<file path="config.mk">
export PLATFORM = sky130hd
export DESIGN_NAME = dmem_arbiter_flat
export DESIGN_NICKNAME = d
export VERILOG_FILES = /design/src/rtl/dmem_arbiter_if.sv /design/src/rtl/dmem_arbiter.sv /design/src/flat_wrapper.sv
export SDC_FILE = /design/constraint.sdc
export NUM_CORES = 1
export LEC_CHECK = 0
export ABC_AREA = 0
export CAP_MARGIN = 0
export CORE_AREA = 2 2 117 119
export CTS_BUF_LIST = sky130_fd_sc_hd__clkbuf_4 sky130_fd_sc_hd__clkbuf_8
export DETAILED_ROUTE_END_ITERATION = 10
export DIE_AREA = 0 0 119 121
export MAX_ROUTING_LAYER = met4
export PLACE_DENSITY_LB_ADDON = 0.15
export SYNTH_ARGS = -nofsm -noshare
export SYNTH_HDL_FRONTEND = slang
export SYNTH_SLANG_ARGS = --single-unit
</file>
<file path="constraint.sdc">
create_clock -name clk -period 5.6 [get_ports clk]
set_clock_uncertainty 0.2 [all_clocks]
set_input_delay 0.56 -clock clk [delete_from_list [all_inputs] [get_ports clk]]
set_output_delay 0.56 -clock clk [all_outputs]
set_load 0.02 [all_outputs]
</file>
<file path="src/rtl/dmem_arbiter_if.sv">
// Bus bundle for dmem_arbiter: CPU data port, host/DMA port and dmem port.
// slave is the arbiter's view; master is the view of the surrounding system.
interface dmem_arbiter_if;
  logic        cpu_req;
  logic        cpu_we;
  logic [31:0] cpu_addr;
  logic [31:0] cpu_wdata;
  logic [31:0] cpu_rdata;
  logic        cpu_stall;
  logic        h_valid;
  logic        h_we;
  logic [31:0] h_addr;
  logic [31:0] h_wdata;
  logic        h_ready;
  logic        h_rvalid;
  logic [31:0] h_rdata;
  logic        mem_we;
  logic [31:0] mem_addr;
  logic [31:0] mem_wdata;
  logic [31:0] mem_rdata;

  modport slave (
    input  cpu_req, cpu_we, cpu_addr, cpu_wdata,
    input  h_valid, h_we, h_addr, h_wdata,
    input  mem_rdata,
    output cpu_rdata, cpu_stall, h_ready, h_rvalid, h_rdata,
    output mem_we, mem_addr, mem_wdata
  );

  modport master (
    output cpu_req, cpu_we, cpu_addr, cpu_wdata,
    output h_valid, h_we, h_addr, h_wdata,
    output mem_rdata,
    input  cpu_rdata, cpu_stall, h_ready, h_rvalid, h_rdata,
    input  mem_we, mem_addr, mem_wdata
  );
endinterface

</file>
<file path="src/rtl/dmem_arbiter.sv">
// Single-port dmem arbiter: CPU owns memory, host uses idle cycles or a forced burst after MAX_WAIT.
// Optional DMEM_ARB_STATS_EN adds saturating stall_cycles / host_xfers counters.
module dmem_arbiter #(
  parameter int unsigned MAX_WAIT  = 8,
  parameter int unsigned BURST_LEN = 4
) (
  input  logic           clk,
  input  logic           reset,
  dmem_arbiter_if.slave  bus
`ifdef DMEM_ARB_STATS_EN
  ,
  output logic [31:0]    stall_cycles,
  output logic [31:0]    host_xfers
`endif
);

  localparam logic [7:0] WAIT_LIMIT = 8'(MAX_WAIT);
  localparam logic [3:0] BEAT_LIMIT = 4'(BURST_LEN);

  typedef enum logic {S_CPU, S_BURST} state_t;

  state_t     state, state_nxt;
  logic [7:0] wait_cnt, wait_nxt;
  logic [3:0] beat_cnt, beat_nxt;
  logic       grant_host;
  logic       forced;
  logic       xfer;

  assign grant_host = bus.h_valid &&
                      (!bus.cpu_req || state == S_BURST || wait_cnt == WAIT_LIMIT);
  assign forced     = bus.cpu_req && bus.h_valid && wait_cnt == WAIT_LIMIT;
  assign xfer       = grant_host;

  always_ff @(posedge clk) begin
    if (reset) begin
      state    <= S_CPU;
      wait_cnt <= '0;
      beat_cnt <= '0;
    end else begin
      state    <= state_nxt;
      wait_cnt <= wait_nxt;
      beat_cnt <= beat_nxt;
    end
  end

  always_comb begin
    state_nxt = state;
    beat_nxt  = beat_cnt;
    wait_nxt  = wait_cnt;
    if (!bus.h_valid || xfer)
      wait_nxt = '0;
    else if (wait_cnt != WAIT_LIMIT)
      wait_nxt = wait_cnt + 8'd1;
    case (state)
      S_CPU: begin
        // The forcing cycle is itself beat 1, so a one-beat burst never enters S_BURST.
        if (forced && BEAT_LIMIT > 4'd1) begin
          state_nxt = S_BURST;
          beat_nxt  = 4'd1;
        end
      end
      S_BURST: begin
        if (!bus.h_valid || beat_cnt + 4'd1 == BEAT_LIMIT) begin
          state_nxt = S_CPU;
          beat_nxt  = '0;
        end else begin
          beat_nxt  = beat_cnt + 4'd1;
        end
      end
      default: begin
        state_nxt = S_CPU;
        beat_nxt  = '0;
      end
    endcase
  end

  always_comb begin
    bus.h_ready   = grant_host;
    bus.cpu_stall = bus.cpu_req && grant_host;
    bus.cpu_rdata = bus.mem_rdata;
    if (grant_host) begin
      bus.mem_we    = bus.h_we;
      bus.mem_addr  = bus.h_addr;
      bus.mem_wdata = bus.h_wdata;
    end else begin
      bus.mem_we    = bus.cpu_req && bus.cpu_we;
      bus.mem_addr  = bus.cpu_addr;
      bus.mem_wdata = bus.cpu_wdata;
    end
  end

  always_ff @(posedge clk) begin
    if (reset) begin
      bus.h_rvalid <= 1'b0;
      bus.h_rdata  <= '0;
    end else begin
      bus.h_rvalid <= xfer && !bus.h_we;
      if (xfer && !bus.h_we)
        bus.h_rdata <= bus.mem_rdata;
    end
  end

`ifdef DMEM_ARB_STATS_EN
  always_ff @(posedge clk) begin
    if (reset) begin
      stall_cycles <= '0;
      host_xfers   <= '0;
    end else begin
      if (bus.cpu_stall && stall_cycles != '1)
        stall_cycles <= stall_cycles + 32'd1;
      if (xfer && host_xfers != '1)
        host_xfers <= host_xfers + 32'd1;
    end
  end
`endif

endmodule

</file>
<file path="src/flat_wrapper.sv">
// flat-port wrapper written by rule: the top's interface ports become plain ports
module dmem_arbiter_flat 
#(
  parameter int unsigned MAX_WAIT  = 8,
  parameter int unsigned BURST_LEN = 4
)
  (clk, reset, bus_cpu_req, bus_cpu_we, bus_cpu_addr, bus_cpu_wdata, bus_h_valid, bus_h_we, bus_h_addr, bus_h_wdata, bus_mem_rdata, bus_cpu_rdata, bus_cpu_stall, bus_h_ready, bus_h_rvalid, bus_h_rdata, bus_mem_we, bus_mem_addr, bus_mem_wdata);
  dmem_arbiter_if bus_i ();
  input  logic clk;
  input  logic reset;
  input wire logic [$bits(bus_i.cpu_req)-1:0] bus_cpu_req;
  input wire logic [$bits(bus_i.cpu_we)-1:0] bus_cpu_we;
  input wire logic [$bits(bus_i.cpu_addr)-1:0] bus_cpu_addr;
  input wire logic [$bits(bus_i.cpu_wdata)-1:0] bus_cpu_wdata;
  input wire logic [$bits(bus_i.h_valid)-1:0] bus_h_valid;
  input wire logic [$bits(bus_i.h_we)-1:0] bus_h_we;
  input wire logic [$bits(bus_i.h_addr)-1:0] bus_h_addr;
  input wire logic [$bits(bus_i.h_wdata)-1:0] bus_h_wdata;
  input wire logic [$bits(bus_i.mem_rdata)-1:0] bus_mem_rdata;
  output wire logic [$bits(bus_i.cpu_rdata)-1:0] bus_cpu_rdata;
  output wire logic [$bits(bus_i.cpu_stall)-1:0] bus_cpu_stall;
  output wire logic [$bits(bus_i.h_ready)-1:0] bus_h_ready;
  output wire logic [$bits(bus_i.h_rvalid)-1:0] bus_h_rvalid;
  output wire logic [$bits(bus_i.h_rdata)-1:0] bus_h_rdata;
  output wire logic [$bits(bus_i.mem_we)-1:0] bus_mem_we;
  output wire logic [$bits(bus_i.mem_addr)-1:0] bus_mem_addr;
  output wire logic [$bits(bus_i.mem_wdata)-1:0] bus_mem_wdata;
  assign bus_i.cpu_req = bus_cpu_req;
  assign bus_i.cpu_we = bus_cpu_we;
  assign bus_i.cpu_addr = bus_cpu_addr;
  assign bus_i.cpu_wdata = bus_cpu_wdata;
  assign bus_i.h_valid = bus_h_valid;
  assign bus_i.h_we = bus_h_we;
  assign bus_i.h_addr = bus_h_addr;
  assign bus_i.h_wdata = bus_h_wdata;
  assign bus_i.mem_rdata = bus_mem_rdata;
  assign bus_cpu_rdata = bus_i.cpu_rdata;
  assign bus_cpu_stall = bus_i.cpu_stall;
  assign bus_h_ready = bus_i.h_ready;
  assign bus_h_rvalid = bus_i.h_rvalid;
  assign bus_h_rdata = bus_i.h_rdata;
  assign bus_mem_we = bus_i.mem_we;
  assign bus_mem_addr = bus_i.mem_addr;
  assign bus_mem_wdata = bus_i.mem_wdata;
  dmem_arbiter #(.MAX_WAIT(MAX_WAIT), .BURST_LEN(BURST_LEN)) u_core (.clk(clk), .reset(reset), .bus(bus_i));
endmodule
</file>
==> run metrics <==
Tot GR Track Use 0.160; Syn Area/Cell 9.89 um^2; post-DR wirelength/cell 15.8 um; worst-path fanout max 18; Critical Path RT 4840 ps; Core Rows 42; post-DP HPWL 9780 um; clk buf depth 2; Post-Syn Area 0.00324 mm^2; final worst path period share 0.687; M1 GR Usage 0.189; met2 Use GR 0.281; PD cells 162 mW/mm^2; worst stage delay on the critical path 540 ps; post-CTS setup buffers 0; 1st-pass router iterations 4; Yosys top cell area share 0.284; TritonCTS Sinks 46; Vias/cell 4.28; VDD IR-drop max 0.116 mV; number of port buffers 297; DR DRC count 0; final wirelength 12000 um; Die ar. 0.0144 mm^2; Cells after Synth 328; largest cells by area after synthesis dfxtp_1 (28%), mux2_2 (17%), nand2b_1 (13%); Clk pin slew, worst setup/hold paths 90 ps; hold wc startpoint u_core.bus.h_rdata[0]; ANT cells 0; ys async rst share 0; CTS tree yes; GR peak layer met2; first-pass GRT wire length 18000 um; status complete, no violations; # Max-Cap Violations 0; area of the core 0.0131 mm^2; GRT overflow 0; endpoints failing setup 0; initial antenna violation count 0; Worst-Skew Late Latency 300 ps; die width 119 um; CTS resizes 0; met3 GRT Util 0.0404; Worst path top cell family by delay buffers and inverters; post-route ant nets 0; Hold Path Class flip-flop to flip-flop; sequential element share of the synthesized area 0.284; worst path cell trace inv_1 > ha_1 > nor4b_4 > and2_4 > o21ai_4 > buf_4 > mux2_2 > clkdlybuf4s50_1; Syn. warnings 0; final hold viol count 0; GP Congestion 0.822; initial DRC count 83; Tmin final 3850 ps; Worst Path Buf+Inv 3; slowest library cell on the worst path clkdlybuf4s50_1; largest net degree at the start of global routing 68; Syn-to-layout area delta 92.7%; Setup TNS 0 ps; vias 3263; Post-synth top flop dfxtp_1; Syn Nets 498; Netlist cell types 36; Max transition margin 0.620; crit path launch u_core.wait_cnt[0]; Lkg Pwr 2.35 nW; layout cells sized above 1 0.138; hold_buf cts 0; Nets 756; Die Ht 121 um; launch point of the worst reg-to-reg path u_core.wait_cnt[0]; fin. max-slew vios 0; Yosys reg bits 46; crit path DAT 3090 ps; CTS Buf Count 5; Initial Util 0.248; WS Path Type flip-flop to output port; worst slew pin tran 571 ps; # IOs 298; startpoint types flip-flop; H-tree Lvls 2; EDFF count, synth 0; FMAX 260 MHz; CTS root buf clkbuf_8; cell taking the most area after synthesis dfxtp_1; vias in the first global route 3282; RSZ-0062 raised after global routing no; utilization of the core after routing 0.478; CP Capture Type output port
[cell usage after synthesis, drive strengths merged (4+ instances only)]
master,instances
nand2b,68
mux2,64
dfxtp,46
buf,42
mux2i,32
clkbuf,8
nor2,8
nand3,7
inv,6
a21oi,5
nand2,5
xor2,5
ha,4
[stage by stage]
stage / hold WS [ps] / worst slack, ps / area (um^2) / power, mW / std cells
floorplan: 248 / 3100 / 3240 / 0.535 / 328
global placement: 257 / 1780 / 6140 / 0.764 / 755
detailed placement: 265 / 1760 / 6140 / 0.766 / 755
CTS: 279 / 1710 / 6250 / 1.03 / 762
global route: 300 / 1570 / 6250 / 1.06 / 762
finish: 273 / 1750 / 6250 / 1.01 / 762
[where the power goes]
part	switching, mW	internal (mW)
logic	0.163	0.254
registers	0.00473	0.336
clock network	0.113	0.143
total	0.281	0.732
[worst min-delay path, stage by stage (launching register included)]
cell	delay [ps]
dfxtp_1	320
nand2b_1	60
mux2i_1	50
[layer usage]
layer / vias up / part of all wire
met5: - / 0
met4: 0 / 0.0090
met2: 151 / 0.51
met1: 1503 / 0.41
li1: 1601 / -
met3: 8 / 0.071
[path summary, 6_finish.rpt]
check             slack (ps)                     to  cells past startpoint
setup / recovery        1750        bus_mem_addr[4]                      8
hold reg to reg          270  u_core.bus.h_rdata[0]                      2
setup reg to reg        3340    u_core.bus.h_rvalid                      7
hold / removal           270  u_core.bus.h_rdata[0]                      2
[registers in the layout, indices dropped and copies added, names as in the netlist]
register             count
u_core.state             1
u_core.beat_cnt          4
u_core.wait_cnt          8
u_core.bus.h_rvalid      1
u_core.bus.h_rdata      32
[logic make-up after synthesis]
kind of cell               Yosys count  share of synthesized area
AOI/OAI and AO/OA                   15                     0.0301
xor gates and xnor gates             6                     0.0162
adders and majority gates            4                     0.0154
buffers and inverters               56                      0.114
DFF                                 46                      0.284
muxes                               96                      0.339
and+or+nand+nor                    105                      0.201
[placed cells by master, fill, tap and decap left out, types with 6 or more instances in the layout]
master,synthesis,final
mux2i_1,32,32
dfxtp_1,46,46
clkdlybuf4s50_1,0,297
mux2_4,16,16
nand2b_1,68,68
inv_1,6,6
nand3_1,7,7
mux2_2,48,48
nor2_1,8,8
clkbuf_8,0,6
[final cells by class]
cell class	count	area, um^2
Fill cell	1210	6830
Clock buffer	6	82.6
Sequential cell	46	921
Timing Repair Buffer	301	3020
Multi-Input combinational cell	226	1960
Clock inverter	1	30.0
Tap cell	176	220
Inverter	6	22.5
No activity file was read; power rests on OpenSTA's default activity.
